`src/rtl/fifo_rr_drain_sched.sv`:
```
// fifo_rr_drain_sched: round-robin burst drain of FWFT FIFO read ports into one tagged valid/ready stream
module fifo_rr_drain_sched #(
  parameter int NUM_CH = 4,
  parameter int DATA_WIDTH = 8,
  parameter int BURST_LEN = 16,
  localparam int CH_W = $clog2(NUM_CH),
  localparam int CNT_W = $clog2(BURST_LEN + 1)
) (
  input  logic                         rd_clk,
  input  logic                         rst,
  input  logic                         en,
  input  logic [NUM_CH-1:0]            fifo_empty,
  input  logic [NUM_CH*DATA_WIDTH-1:0] fifo_dout,
  output logic [NUM_CH-1:0]            fifo_rd_en,
  output logic                         out_valid,
  input  logic                         out_ready,
  output logic [DATA_WIDTH-1:0]        out_data,
  output logic [CH_W-1:0]              out_ch,
  output logic                         out_sop,
  output logic                         busy
);
  typedef enum logic {IDLE, XFER} state_t;
  state_t state;
  logic [CH_W-1:0] ptr, gnt, nxt;
  logic [CNT_W-1:0] cnt;
  logic first, pop, last;
  always_comb begin
    nxt = ptr;
    for (int k = NUM_CH - 1; k >= 0; k--)
      if (!fifo_empty[(int'(ptr) + k) % NUM_CH]) nxt = CH_W'((int'(ptr) + k) % NUM_CH);
  end
  assign pop = state == XFER && !rst && !fifo_empty[gnt] && (!out_valid || out_ready);
  assign last = cnt == CNT_W'(BURST_LEN - 1);
  assign fifo_rd_en = pop ? NUM_CH'(1) << gnt : '0;
  assign busy = state == XFER;
  always_ff @(posedge rd_clk) begin
    if (rst) begin
      state     <= IDLE;
      ptr       <= '0;
      gnt       <= '0;
      cnt       <= '0;
      first     <= 1'b0;
      out_valid <= 1'b0;
      out_data  <= '0;
      out_ch    <= '0;
      out_sop   <= 1'b0;
    end else begin
      if (pop) begin
        out_data  <= fifo_dout[gnt*DATA_WIDTH +: DATA_WIDTH];
        out_ch    <= gnt;
        out_valid <= 1'b1;
        out_sop   <= first;
        first     <= 1'b0;
        cnt       <= cnt + 1'b1;
      end else if (out_ready) begin
        out_valid <= 1'b0;
      end
      if (state == IDLE && en && !(&fifo_empty)) begin
        gnt   <= nxt;
        cnt   <= '0;
        first <= 1'b1;
        state <= XFER;
      end else if (state == XFER && (fifo_empty[gnt] || (pop && last))) begin
        state <= IDLE;
        ptr   <= gnt == CH_W'(NUM_CH - 1) ? '0 : gnt + 1'b1;
      end
    end
  end
endmodule
```
`config.mk`:
```
export PLATFORM = sky130hd
export DESIGN_NAME = fifo_rr_drain_sched
export DESIGN_NICKNAME = d
export VERILOG_FILES = /design/src/rtl/fifo_rr_drain_sched.sv
export SDC_FILE = /design/constraint.sdc
export NUM_CORES = 1
export LEC_CHECK = 0
export ABC_CLOCK_PERIOD_IN_PS = 3400
export BUFFER_PORTS_ARGS = -buffer_cell sky130_fd_sc_hd__buf_2
export CAP_MARGIN = 40
export CORE_MARGIN = 1
export CORE_UTILIZATION = 50
export DETAILED_ROUTE_END_ITERATION = 8
export GPL_ROUTABILITY_DRIVEN = 0
export GPL_TIMING_DRIVEN = 0
export PLACE_DENSITY = 0.84
export SYNTH_ARGS = -nofsm -noshare
export SYNTH_HDL_FRONTEND = slang
export SYNTH_SLANG_ARGS = --single-unit
```
`constraint.sdc`:
```
create_clock -name rd_clk -period 3.4 [get_ports rd_clk]
set_clock_uncertainty 0.1 [all_clocks]
set_input_delay 0.34 -clock rd_clk [delete_from_list [all_inputs] [get_ports rd_clk]]
set_output_delay 0.34 -clock rd_clk [all_outputs]
set_load 0.05 [all_outputs]
```
## After elaboration in Yosys (flattened, before gate mapping)

Index checks and enable logic that the tools add are counted.

| operators by class | value |
|---|---|
| shift operators | 2 |
| reductions and logical operators | 22 |
| add/subtract/negate cells | 5 |
| $lt $le $gt $ge | 5 |
| bitwise operators | 5 |
| multiply operators | 0 |
| equal/unequal tests | 2 |
| muxes and demuxes | 25 |
| divide/modulo/power cells | 0 |

Operators with widths:

| operator | number |
|---|---|
| $shiftx A32 B6 Y8 | 1 |
| $mux W1 | 14 |
| $lt A3 B4 Y1 const B | 3 |
| $bmux W1 S2 | 5 |
| $mux W2 | 5 |
| $reduce_or A2 Y1 | 4 |
| $logic_and A1 B1 Y1 | 7 |
| $lt A2 B3 Y1 const B | 2 |
| $reduce_bool A2 Y1 | 3 |
| $add A5 B1 Y5 const B | 1 |
| $eq A5 B4 Y1 const B | 1 |
| $add A2 B1 Y2 const B | 2 |
| $add A2 B2 Y2 const B | 2 |
| $logic_not A1 Y1 | 4 |
| $mux W4 | 1 |
| $reduce_and A4 Y1 | 1 |
| $shl A1 B2 Y4 const A | 1 |
| $and A1 B1 Y1 const A | 3 |
| $eq A2 B2 Y1 const B | 1 |
| $logic_or A1 B1 Y1 | 2 |
| $not A1 Y1 | 2 |
| $reduce_and A2 Y1 | 1 |

| word-level totals | value |
|---|---|
| memory bits (writable) | 0 |
| register bits | 23 |
| memories kept | 0 |
| memory bits (read-only) | 0 |
| output and inout port bits | 17 |
| input port bits | 40 |
| logic and storage cells | 75 |
| latch bits | 0 |

## Depth between registers and ports, before layout

| depth | value |
|---|---|
| depth after elaboration | 10 |
| mapped depth | 6 |
| mapped depth without buffers | 6 |

## Worst setup path before layout

Ideal clock, no wire load.

| timing path | value |
|---|---|
| path kind | reg-to-output |
| from | register gnt[0] |
| to | output port fifo_rd_en[0] |
| setup slack | 1.136 ns |
| data required time | 2.960 ns |
| stages on the path, launching flop included | 5 |
| arrival | 1.824 ns |
| path buffers | 1 |
| cell sequence | dfxtp_1 mux4_2 nor4bb_1 buf_2 and2_1 |

| on the way | value |
|---|---|
| word-level cells in the longest chain between the ends | 6 |
| elaborated cells between the ends (all ways) | 7 |
| classes of those cells | 1 x shift; 3 x mux; 3 x reduce/logical |

Ends and longest elaborated chain:

| element | RTL line | source |
|---|---|---|
| start: declaration | 24 | `logic [CH_W-1:0] ptr, gnt, nxt;` |
| start signal: assignment | 59 | `gnt <= nxt;` |
| $bmux W1 S2 | 32 | `assign pop = state == XFER && !rst && !fifo_empty[gnt] && (!out_valid \|\| out_ready);` |
| $mux W1 (implied by the code) | 32 |  |
| $logic_not A1 Y1 | 32 |  |
| $logic_and A1 B1 Y1 (2 in a row) | 32 |  |
| $mux W4 (*) | 34 | `assign fifo_rd_en = pop ? NUM_CH'(1) << gnt : '0;` |
| end: declaration | 14 | `output logic [NUM_CH-1:0] fifo_rd_en,` |

Mark *: on every way between the ends. The rest lies on a longest branch, timed or not. The select of a mux whose other input is x is not followed.

## Worst setup path in the final report

| timing path | value |
|---|---|
| from | register gnt[0] |
| to | output port fifo_rd_en[3] |

The elaborated chain is that of the path after synthesis.

==> results.yml <==
clocking:
  cts_resized: 0
  path_clk_slew_ps: 130
  clkLatencyLatePin_ps: 320
  cts_max_path_buffers: 2
  cts-htree-levels: 1
  cts.sinks: 23
  postCtsHoldBufs: 0
  cts_setup_buffers: 0
  cts_tree: "yes"
  root_buffer: "clkbuf_4"
  cts_buffers: 3
setup_path:
  timing.critical_path.buf_inv: 2
  critical_path.slowest_cell: "mux4_2"
  cp_cell_sequence: "mux4_2 > nor4bb_1 > buf_2 > and2_1 > buf_2"
  r2r_end: "out_data[4]$_SDFFE_PP0P_"
  cp-start-kind: "flip-flop"
  crit_required_ps: 2960
  cp_common_cell: "buf_2"
  path_class: "flip-flop to primary output"
  rr_worst_depth: 6
  cp_top_family: "multiplexers"
  critPathArrivalTime_ps: 2250
  crit_path_max_fanout: 10
  max_stage_delay_ps: 550
  reg2reg_from: "gnt[0]$_SDFFE_PP0P_"
  cp-end-kind: "primary output"
  rrSetupSlack_ps: 1300
final_layout:
  fillers: 196
  drive_gt1_share_pct: 36.68
  final_nets: 246
  n_antenna_cell: 0
  area_delta_synth_final_pct: 26.57
  final_core_util_pct: 70.04
  fin_area_um2: 1609
timing:
  final_hold_viol_count: 0
  finalSetupViolCount: 0
  fin_crit_ps: 2694
  period_share_pct: 79.23
  rsz0062_at_grt: "false"
  timing.setup.tns_ps: 0
  worst_pin_slew_ps: 675.5
  maxSlewHeadroom_pct: 54.96
  maxSlewViolCount: 0
  max_freq_mhz: 371.2
global_route:
  grt_antenna_before_repair: 0
  gr-total-overflow: 0
  grt_pass1_wl_um: 4816
  grt_pass1_vias: 1116
  gr-usage-all-layers_pct: 23.58
  grt_max_degree: 14
place:
  postPlaceCellArea_um2: 1582
  dpl.hpwl_um: 2419
  port_buffers: 55
routing:
  drc: 0
  wirelength_um: 3051
  vias: 1229
  avgRoutedWirePerCell_um: 13.44
  ant_nets: 0
  via_per_inst: 5.414
  drt_iter0_drc: 16
  firstDrtPassIters: 4
yosys:
  synth_top_area_cell: "dfxtp_1"
  synthesis.area_um2: 1271
  ys_seq_area_share_pct: 36.22
  ys.flop_type: "dfxtp_1"
  syn_inst: 140
  synth_edf_count: 0
  synthTopCellsByArea: "dfxtp_1 36%, mux4_2 16%, nand2_1 8.6%"
  synth_top_cell_area_share_pct: 36.22
  synthArstFlopShare_pct: 0
  ys_ff_latch: 23
  yosys_warnings: 0
  syn_nets: 186
  synth.distinct_cells: 35
  syn_area_per_cell_um2: 9.080
floorplanning:
  die_h_um: 52.42
  start_util_pct: 55.34
  coreArea_um2: 2297
  floorplan.rows: 17
  io_pins: 57
  die-area_um2: 2748
  die_w_um: 52.42
power:
  vdd_drop_max_uv: 255.4
  p_per_area_nw_per_um2: 330.2
  leakage_nw: 0.7041
  finalPower_w: 0.0005314
hold_path:
  hold_path_depth: 2
  hold_end: "out_valid$_SDFFE_PP0P_"
  hold_class: "primary input to flip-flop"
  min_from: "rst"
status:
  status: "complete, no violations"
run:
  cap_violations: 0
==> power breakdown <==
| group | switching [W] | internal [W] | leakage, nW |
|---|---|---|---|
| combinational | 0.0000626 | 0.0000520 | 0.500 |
| clock | 0.0000867 | 0.0000441 | 0.0177 |
| sequential | 0.00000755 | 0.000278 | 0.187 |
| total | 0.000157 | 0.000375 | 0.704 |
==> kinds of logic (layout without fill, tap and decap cells) <==
kind of cell,Yosys count,in the layout,synth area share [%]
xor gates and xnor gates,1,1,0.6891
adders and majority gates,6,6,5.905
AOI/OAI and AO/OA,29,29,13.19
muxes,12,12,18.41
DFF,23,23,36.22
and+or+nand+nor,55,55,20.96
buffers and inverters,14,73,4.625
==> flip-flops by register name (all words and copies together) (netlist names) <==
name	count
busy	1
first	1
out_sop	1
out_valid	1
gnt	2
out_ch	2
out_data	8
cnt	5
ptr	2
==> metal layers <==
layer / vias up / wire (µm) / track usage, %
met3: 8 / 117 / 3.478
met5: - / 0 / 0
met4: 0 / 57 / 8.333
met1: 571 / 1315 / 29.53
met2: 36 / 1560 / 40.72
li1: 614 / - / -
==> worst max-delay path by stage <==
stage	start	end	slack, ps	cells after the start
final	gnt[0]$_SDFFE_PP0P_	fifo_rd_en[3]	710	5
after global routing	gnt[0]$_SDFFE_PP0P_	fifo_rd_en[3]	550	5
after CTS	gnt[0]$_SDFFE_PP0P_	fifo_rd_en[3]	670	5
after detailed placement	gnt[0]$_SDFFE_PP0P_	fifo_rd_en[3]	1040	5
after global placement	gnt[0]$_SDFFE_PP0P_	fifo_rd_en[3]	1050	5
after floorplan	gnt[0]$_SDFFE_PP0P_	fifo_rd_en[0]	1140	4
==> layout by cell type, fill, tap and decap left out, types with 2 or more instances in the layout <==
cell,n
and2_1,4
dfxtp_1,23
mux4_2,9
o21ai_0,7
a21oi_1,16
nor2b_1,2
clkbuf_1,4
inv_1,6
buf_2,56
nand2b_1,2
clkbuf_4,3
nor2_1,3
nand3_1,6
mux2i_1,2
nand2_1,29
ha_1,6
==> cell type report <==
type,instances,area (µm²),share of cell area (%)
clock inverter,1,5.005,0.3110
tap,28,35.03,2.177
clock buffer,3,22.52,1.400
timing repair buffer,55,275.3,17.11
multi-input combinational,103,752.0,46.73
sequential,23,460.4,28.62
inverter,6,22.52,1.400
buffer,8,36.28,2.255
==> synth_stat cells (all sizes together) (2+ instances only) <==
library cell	n
nor2b	2
nand2b	2
mux4	9
clkbuf	5
buf	3
and2	4
nor2	3
inv	6
dfxtp	23
a21oi	16
o21ai	7
nand2	29
nand3	6
ha	6
mux2i	2
==> worst register-to-register path, delay by kind of cell, from the launching register on <==
kind | cells | cell delay (ps)
buffers and inverters | 2 | 450
flip-flops | 1 | 470
AND/OR/NAND/NOR | 2 | 310
multiplexers | 1 | 560
AO/OA/AOI/OAI | 1 | 140
==> through the flow <==
step / hold slack [ps] / worst slack, ps / instances
after floorplan: 324.8 / 1136 / 140
after global placement: 332.0 / 1053 / 223
after detailed placement: 350.8 / 1043 / 223
after CTS: 266.3 / 674.7 / 227
after global routing: 304.9 / 550.7 / 227
final: 269.8 / 706.2 / 227
No activity file was read; power rests on OpenSTA's default activity.
